<file path="config.mk">
export PLATFORM = sky130hd
export DESIGN_NAME = alu_request_arbiter_flat
export DESIGN_NICKNAME = d
export VERILOG_FILES = /design/src/rtl/alu_request_arbiter_if.sv /design/src/rtl/alu_request_arbiter.sv /design/src/flat_wrapper.sv
export SDC_FILE = /design/constraint.sdc
export NUM_CORES = 1
export LEC_CHECK = 0
export CAP_MARGIN = 10
export CORE_AREA = 2 2 121 123
export CTS_CLUSTER_DIAMETER = 50
export DETAILED_ROUTE_END_ITERATION = 10
export DIE_AREA = 0 0 123 125
export HOLD_SLACK_MARGIN = 0.02
export PLACE_DENSITY = 0.66
export SYNTH_ARGS = -nofsm -noshare
export SYNTH_HDL_FRONTEND = slang
export SYNTH_SLANG_ARGS = --single-unit
</file>
<file path="constraint.sdc">
create_clock -name i_clk -period 1.9 [get_ports i_clk]
set_input_delay 0.475 -clock i_clk [delete_from_list [all_inputs] [get_ports i_clk]]
set_output_delay 0.475 -clock i_clk [all_outputs]
set_load 0.02 [all_outputs]
</file>
<file path="src/rtl/alu_request_arbiter_if.sv">
// Request, ALU-drive and response bundle for alu_request_arbiter.
// i_req_lock exists only when ALU_REQUEST_ARBITER_LOCK_EN is defined.
interface alu_request_arbiter_if #(
    parameter int XLEN = 32,
    parameter int NREQ = 2,
    parameter int IDW  = $clog2(NREQ)
);
    logic [NREQ-1:0]           i_req_valid;
    logic [NREQ-1:0]           o_req_ready;
    logic [NREQ-1:0][3:0]      i_req_op;
    logic [NREQ-1:0][XLEN-1:0] i_req_a;
    logic [NREQ-1:0][XLEN-1:0] i_req_b;
`ifdef ALU_REQUEST_ARBITER_LOCK_EN
    logic [NREQ-1:0]           i_req_lock;
`endif
    logic [XLEN-1:0]           o_alu_rs1_rdata;
    logic [XLEN-1:0]           o_alu_rs2_rdata;
    logic [XLEN-1:0]           o_alu_imm;
    logic                      o_alu_imm_sel;
    logic [3:0]                o_alu_op_data;
    logic [XLEN-1:0]           i_alu_res_data;
    logic                      i_alu_res_zero;
    logic                      o_rsp_valid;
    logic                      i_rsp_ready;
    logic [IDW-1:0]            o_rsp_id;
    logic [XLEN-1:0]           o_rsp_data;
    logic                      o_rsp_zero;

    modport slave (
`ifdef ALU_REQUEST_ARBITER_LOCK_EN
        input  i_req_lock,
`endif
        input  i_req_valid, i_req_op, i_req_a, i_req_b,
        input  i_alu_res_data, i_alu_res_zero, i_rsp_ready,
        output o_req_ready, o_alu_rs1_rdata, o_alu_rs2_rdata, o_alu_imm,
        output o_alu_imm_sel, o_alu_op_data,
        output o_rsp_valid, o_rsp_id, o_rsp_data, o_rsp_zero
    );

    modport master (
`ifdef ALU_REQUEST_ARBITER_LOCK_EN
        output i_req_lock,
`endif
        output i_req_valid, i_req_op, i_req_a, i_req_b,
        output i_alu_res_data, i_alu_res_zero, i_rsp_ready,
        input  o_req_ready, o_alu_rs1_rdata, o_alu_rs2_rdata, o_alu_imm,
        input  o_alu_imm_sel, o_alu_op_data,
        input  o_rsp_valid, o_rsp_id, o_rsp_data, o_rsp_zero
    );
endinterface

</file>
<file path="src/rtl/alu_request_arbiter.sv">
// Round-robin arbiter sharing one combinational ALU among NREQ requesters,
// with a one-entry response register. Optional grant lock: ALU_REQUEST_ARBITER_LOCK_EN.
module alu_request_arbiter_lane #(
    parameter int XLEN = 32
) (
    input  logic            gnt,
    input  logic [3:0]      op,
    input  logic [XLEN-1:0] a,
    input  logic [XLEN-1:0] b,
    output logic [3:0]      op_m,
    output logic [XLEN-1:0] a_m,
    output logic [XLEN-1:0] b_m
);
    assign op_m = op & {4{gnt}};
    assign a_m  = a & {XLEN{gnt}};
    assign b_m  = b & {XLEN{gnt}};
endmodule

module alu_request_arbiter #(
    parameter int XLEN = 32,
    parameter int NREQ = 2,
    parameter int IDW  = $clog2(NREQ)
) (
    input  logic                 i_clk,
    input  logic                 i_rst,
    alu_request_arbiter_if.slave bus
);
    localparam logic [3:0]   ALU_ADD = 4'd0;
    localparam logic [IDW:0] NREQ_W  = (IDW+1)'(NREQ);
    localparam logic [NREQ-1:0] ONE  = {{(NREQ-1){1'b0}}, 1'b1};

    typedef enum logic {EMPTY = 1'b0, FULL = 1'b1} state_e;

    state_e                    state_q, state_d;
    logic [IDW-1:0]            rr_ptr, gnt_idx, rr_nxt;
    logic [IDW:0]              off, sum, inc;
    logic [NREQ-1:0]           elig, rot, gnt_oh;
    logic                      found, can_accept, xfer, hold_ptr;
    logic [NREQ-1:0][3:0]      lane_op;
    logic [NREQ-1:0][XLEN-1:0] lane_a, lane_b;
    logic [3:0]                op_or;
    logic [XLEN-1:0]           a_or, b_or;
    logic [IDW-1:0]            rsp_id_q;
    logic [XLEN-1:0]           rsp_data_q;
    logic                      rsp_zero_q;

`ifdef ALU_REQUEST_ARBITER_LOCK_EN
    logic           lock_active;
    logic [IDW-1:0] lock_owner;

    assign elig     = lock_active ? (bus.i_req_valid & (ONE << lock_owner)) : bus.i_req_valid;
    assign hold_ptr = bus.i_req_lock[gnt_idx];

    // Owner going idle while the block could have taken its request ends the lock.
    always_ff @(posedge i_clk) begin
        if (i_rst) begin
            lock_active <= 1'b0;
            lock_owner  <= '0;
        end else if (xfer) begin
            lock_active <= bus.i_req_lock[gnt_idx];
            if (bus.i_req_lock[gnt_idx]) lock_owner <= gnt_idx;
        end else if (lock_active && can_accept && !bus.i_req_valid[lock_owner]) begin
            lock_active <= 1'b0;
        end
    end
`else
    assign elig     = bus.i_req_valid;
    assign hold_ptr = 1'b0;
`endif

    // Rotate so bit 0 is the requester at rr_ptr; first set bit is the winner.
    always_comb begin
        rot   = NREQ'({elig, elig} >> rr_ptr);
        found = 1'b0;
        off   = '0;
        for (int i = 0; i < NREQ; i++) begin
            if (!found && rot[i]) begin
                found = 1'b1;
                off   = (IDW+1)'(i);
            end
        end
        sum     = {1'b0, rr_ptr} + off;
        gnt_idx = (sum >= NREQ_W) ? IDW'(sum - NREQ_W) : IDW'(sum);
        inc     = {1'b0, gnt_idx} + (IDW+1)'(1);
        rr_nxt  = (inc >= NREQ_W) ? '0 : IDW'(inc);
    end

    assign can_accept = (state_q == EMPTY) | (bus.i_rsp_ready & bus.o_rsp_valid);
    assign xfer       = found & can_accept & ~i_rst;
    assign gnt_oh     = xfer ? (ONE << gnt_idx) : '0;

    for (genvar k = 0; k < NREQ; k++) begin : g_lane
        alu_request_arbiter_lane #(.XLEN(XLEN)) u_lane (
            .gnt  (gnt_oh[k]),
            .op   (bus.i_req_op[k]),
            .a    (bus.i_req_a[k]),
            .b    (bus.i_req_b[k]),
            .op_m (lane_op[k]),
            .a_m  (lane_a[k]),
            .b_m  (lane_b[k])
        );
    end

    always_comb begin
        op_or = '0;
        a_or  = '0;
        b_or  = '0;
        for (int k = 0; k < NREQ; k++) begin
            op_or = op_or | lane_op[k];
            a_or  = a_or | lane_a[k];
            b_or  = b_or | lane_b[k];
        end
    end

    assign bus.o_req_ready     = gnt_oh;
    assign bus.o_alu_op_data   = xfer ? op_or : ALU_ADD;
    assign bus.o_alu_rs1_rdata = a_or;
    assign bus.o_alu_rs2_rdata = b_or;
    assign bus.o_alu_imm       = '0;
    assign bus.o_alu_imm_sel   = 1'b0;

    always_comb begin
        state_d = state_q;
        if (xfer)                                      state_d = FULL;
        else if (state_q == FULL && bus.i_rsp_ready)   state_d = EMPTY;
    end

    always_ff @(posedge i_clk) begin
        if (i_rst) begin
            state_q    <= EMPTY;
            rr_ptr     <= '0;
            rsp_id_q   <= '0;
            rsp_data_q <= '0;
            rsp_zero_q <= 1'b0;
        end else begin
            state_q <= state_d;
            if (xfer) begin
                rsp_id_q   <= gnt_idx;
                rsp_data_q <= bus.i_alu_res_data;
                rsp_zero_q <= bus.i_alu_res_zero;
                rr_ptr     <= hold_ptr ? gnt_idx : rr_nxt;
            end
        end
    end

    assign bus.o_rsp_valid = (state_q == FULL);
    assign bus.o_rsp_id    = rsp_id_q;
    assign bus.o_rsp_data  = rsp_data_q;
    assign bus.o_rsp_zero  = rsp_zero_q;
endmodule
</file>
<file path="src/flat_wrapper.sv">
// flat-port wrapper written by rule: the top's interface ports become plain ports
module alu_request_arbiter_flat 
#(
    parameter int XLEN = 32,
    parameter int NREQ = 2,
    parameter int IDW  = $clog2(NREQ)
)
  (i_clk, i_rst, bus_i_req_valid, bus_i_req_op, bus_i_req_a, bus_i_req_b, bus_i_alu_res_data, bus_i_alu_res_zero, bus_i_rsp_ready, bus_o_req_ready, bus_o_alu_rs1_rdata, bus_o_alu_rs2_rdata, bus_o_alu_imm, bus_o_alu_imm_sel, bus_o_alu_op_data, bus_o_rsp_valid, bus_o_rsp_id, bus_o_rsp_data, bus_o_rsp_zero);
  alu_request_arbiter_if #(.XLEN(XLEN), .NREQ(NREQ), .IDW(IDW)) bus_i ();
  input  logic i_clk;
  input  logic i_rst;
  input wire logic [$bits(bus_i.i_req_valid)-1:0] bus_i_req_valid;
  input wire logic [$bits(bus_i.i_req_op)-1:0] bus_i_req_op;
  input wire logic [$bits(bus_i.i_req_a)-1:0] bus_i_req_a;
  input wire logic [$bits(bus_i.i_req_b)-1:0] bus_i_req_b;
  input wire logic [$bits(bus_i.i_alu_res_data)-1:0] bus_i_alu_res_data;
  input wire logic [$bits(bus_i.i_alu_res_zero)-1:0] bus_i_alu_res_zero;
  input wire logic [$bits(bus_i.i_rsp_ready)-1:0] bus_i_rsp_ready;
  output wire logic [$bits(bus_i.o_req_ready)-1:0] bus_o_req_ready;
  output wire logic [$bits(bus_i.o_alu_rs1_rdata)-1:0] bus_o_alu_rs1_rdata;
  output wire logic [$bits(bus_i.o_alu_rs2_rdata)-1:0] bus_o_alu_rs2_rdata;
  output wire logic [$bits(bus_i.o_alu_imm)-1:0] bus_o_alu_imm;
  output wire logic [$bits(bus_i.o_alu_imm_sel)-1:0] bus_o_alu_imm_sel;
  output wire logic [$bits(bus_i.o_alu_op_data)-1:0] bus_o_alu_op_data;
  output wire logic [$bits(bus_i.o_rsp_valid)-1:0] bus_o_rsp_valid;
  output wire logic [$bits(bus_i.o_rsp_id)-1:0] bus_o_rsp_id;
  output wire logic [$bits(bus_i.o_rsp_data)-1:0] bus_o_rsp_data;
  output wire logic [$bits(bus_i.o_rsp_zero)-1:0] bus_o_rsp_zero;
  assign bus_i.i_req_valid = bus_i_req_valid;
  assign bus_i.i_req_op = bus_i_req_op;
  assign bus_i.i_req_a = bus_i_req_a;
  assign bus_i.i_req_b = bus_i_req_b;
  assign bus_i.i_alu_res_data = bus_i_alu_res_data;
  assign bus_i.i_alu_res_zero = bus_i_alu_res_zero;
  assign bus_i.i_rsp_ready = bus_i_rsp_ready;
  assign bus_o_req_ready = bus_i.o_req_ready;
  assign bus_o_alu_rs1_rdata = bus_i.o_alu_rs1_rdata;
  assign bus_o_alu_rs2_rdata = bus_i.o_alu_rs2_rdata;
  assign bus_o_alu_imm = bus_i.o_alu_imm;
  assign bus_o_alu_imm_sel = bus_i.o_alu_imm_sel;
  assign bus_o_alu_op_data = bus_i.o_alu_op_data;
  assign bus_o_rsp_valid = bus_i.o_rsp_valid;
  assign bus_o_rsp_id = bus_i.o_rsp_id;
  assign bus_o_rsp_data = bus_i.o_rsp_data;
  assign bus_o_rsp_zero = bus_i.o_rsp_zero;
  alu_request_arbiter #(.XLEN(XLEN), .NREQ(NREQ), .IDW(IDW)) u_core (.i_clk(i_clk), .i_rst(i_rst), .bus(bus_i));
endmodule
</file>
==> results.md, run 1 <==
- P per Cell Area: 519 nW/um2
- Hold Startpoint: u_core.bus.o_rsp_data[18]
- Failing checks: setup timing
- Nets: 757
- Post-synth cell types: 19
- R2r worst-path depth: 8
- CTS Hold Buffers Added: 0
- Initial DRC count: 180
- Clock-pin slew on the worst setup and hold paths: 0.05 ns
- IO Port Bufs: 278
- Grt total ovfl: 0
- Longest Clk Path Bufs: 2
- Share of the synthesized area in the top cell type: 29.3%
- Seq cells post-synth: 36
- Via count: 3433
- Global placer's final weighted congestion: 0.841
- MaxCap Viol Count: 0
- Initial antenna violation count: 0
- Final WS setup: -0.421 ns
- Reg2reg setup slack: 0.35 ns
- CTS Buf Count: 5
- Post-Syn Area: 2460 um2
- Wire per inst: 19.7 um
- Worst R2R Start: u_core.bus.o_rsp_valid
- Syn Area/Cell: 8.66 um2
- # fillers: 1332
- Setup violation total in the final timing report: 70
- Max-slew violations: 0
- Worst Hold Endpoint: u_core.bus.o_rsp_data[18]
- Dominant cells by area after synthesis: dfxtp_1 29%, a22o_1 24%, buf_4 11%
- Area growth syn-to-layout: 159%
- WP data required: 1.42 ns
- Critical-path maximum fanout: 6
- Hold Crit Class: register to register
- Fin crit period: 2.32 ns
- Root Driver: clkbuf_16
- Vias/cell: 4.47
- P_leak: 2.63 nW
- Crit path arrival time: 1.85 ns
- CORE AREA: 14200 um2
- Sink Count: 36
- Starting Density: 17.3%
- Tcrit/Tclk final: 122%
- Synth area leader: dfxtp_1
- Setup TNS Final: -25.66 ns
- H-Tree Level Count: 2
- Cell total after placement: 726
- WHS: 0.474 ns
- Clk_skew: 0.00290 ns
- Vias in the first global route: 3431
- First-pass GRT wire length: 21.1 mm
- Pre-antenna DRT Iters: 4
- Final hold vios: 0
- Critical path class: input port to primary output
- Rows: 44
- Outcome: finished with violations
- RSZ-0062 raised after global routing: yes
- Clock Latency Late Sink: 0.28 ns
- Placed instance area: 5400 um2
- Total power: 3.31 mW
- Critical Path Source Type: input port
- Sequential element share of the synthesized area: 29.3%
- Drc violations: 0
- Peak supply drop: 0.617 mV
- Worst Hold Depth: 2
- Full die area: 15400 um2
- Die X: 123 um
- Fmax: 431 MHz
- Worst r2r dst: u_core.rr_ptr
- Fin area: 6370 um2
- GRT Overall Usage: 18.1%
- Ys Warns: 0
- Antenna diode count: 0
- Largest net degree at the start of global routing: 43
- Ports: 312
- Post-DRT Antenna Nets: 0
- CTS tree: built
- Crit. End Element: primary output
- Routed wire length: 15.1 mm
- Detailed placement HPWL: 9.67 mm
- Post-Layout Cell Count: 768
- Cells after Synth: 284
- Die Y: 125 um
- Ratio of cells with drive above 1 in the final layout: 25.9%
## registers in the layout, summed over array words and instances, names as in the netlist
signal                  cells
u_core.bus.o_rsp_data      32
u_core.bus.o_rsp_id         1
u_core.bus.o_rsp_valid      1
u_core.bus.o_rsp_zero       1
u_core.rr_ptr               1
## where the power goes
group | switching, mW | internal [mW]
clock network | 0.307 | 0.617
registers | 0.0262 | 0.809
logic | 0.656 | 0.896
total | 0.989 | 2.32
## worst max-delay path by stage
stage	startpoint	to	slack, ns	cells after the start
6_report	bus_i_req_valid[0]	bus_o_alu_rs1_rdata[12]	-0.42	9
4_1_cts	u_core.bus.o_rsp_valid	bus_o_alu_rs1_rdata[30]	-0.45	8
3_3_place_gp	bus_i_req_valid[0]	bus_o_alu_rs2_rdata[9]	-1.22	6
2_1_floorplan	bus_i_rsp_ready	bus_o_alu_rs1_rdata[10]	-0.17	5
3_5_place_dp	bus_i_req_valid[0]	bus_o_alu_rs2_rdata[9]	-1.22	6
5_1_grt	bus_i_req_valid[0]	bus_o_alu_rs1_rdata[20]	-0.51	10
## critical path: stages
cell,delay [ns]
buf_8,0.08
inv_4,0.03
buf_4,0.12
o2111a_2,0.26
buf_12,0.14
buf_6,0.12
bufbuf_16,0.26
a22o_1,0.23
buf_6,0.13
## cell usage after synthesis
master / instances
a2111oi_4: 1
a21oi_1: 34
a22o_1: 68
a31o_2: 2
buf_1: 1
buf_2: 8
buf_4: 35
buf_6: 8
clkbuf_1: 15
clkbuf_2: 2
conb_1: 1
dfxtp_1: 36
inv_1: 2
nand2b_1: 1
nand3b_1: 33
nor2_1: 1
nor2b_4: 1
o2111a_1: 1
o21ai_0: 34
## placed cells by master, fill, tap and decap left out, types with 14 or more instances in the layout
| master | Yosys | final |
|---|---|---|
| a21oi_1 | 34 | 34 |
| a22o_1 | 68 | 58 |
| buf_12 | 0 | 15 |
| buf_4 | 35 | 14 |
| buf_6 | 8 | 75 |
| clkdlybuf4s50_1 | 0 | 204 |
| conb_1 | 1 | 33 |
| dfxtp_1 | 36 | 35 |
| nand3b_1 | 33 | 33 |
| o21ai_0 | 34 | 34 |
## through the flow
| step | worst slack [ns] | utilization (%) |
|---|---|---|
| 2_1_floorplan | -0.173 | - |
| 3_3_place_gp | -1.22 | 38.0 |
| 3_5_place_dp | -1.22 | 38.0 |
| 4_1_cts | -0.451 | 44.2 |
| 5_1_grt | -0.510 | 44.9 |
| 6_report | -0.421 | 44.9 |
## layout make-up
cell class              instances  area, um2  share of cell area (%)
clock buffers                   6        129                    2.02
well taps                     184        230                    3.61
repair buffers                329       3760                    58.9
inverters                       2       10.0                   0.157
clock inverters                 2       35.0                   0.550
flip-flops and latches         36        722                    11.3
multi-input cells             209       1490                    23.4
## repair_timing
action / CTS / global route
pin swaps: 14 / 19
setup buffers: 16 / 5
setup endpoints to repair: 70 / 70
resized for setup: 439 / 10
gates cloned: 13 / 2
## cell families after synthesis
logic type	count (synthesis)	synth area share (%)
AOI/OAI and AO/OA	140	40.4
buffers and inverters	71	19.1
DFF	36	29.3
other	1	0.153
and+or+nand+nor	36	11.0
## routing by layer
layer  up-vias  track usage [%]  part of all wire [%]
li1       1606                -                     -
met1      1639             20.6                    38
met2       178             33.1                    51
met3        10             4.47                   9.3
met4         0             4.75                   1.5
met5         -                0                     0
Note: power is estimated with default switching activity, not from simulation.
==> inputs of run 2 (changes only) <==
Settings changed: SLEW_MARGIN from default to 5.
==> results of run 2 <==
No change in the layout: final DEF, timing and power equal those of run 1.
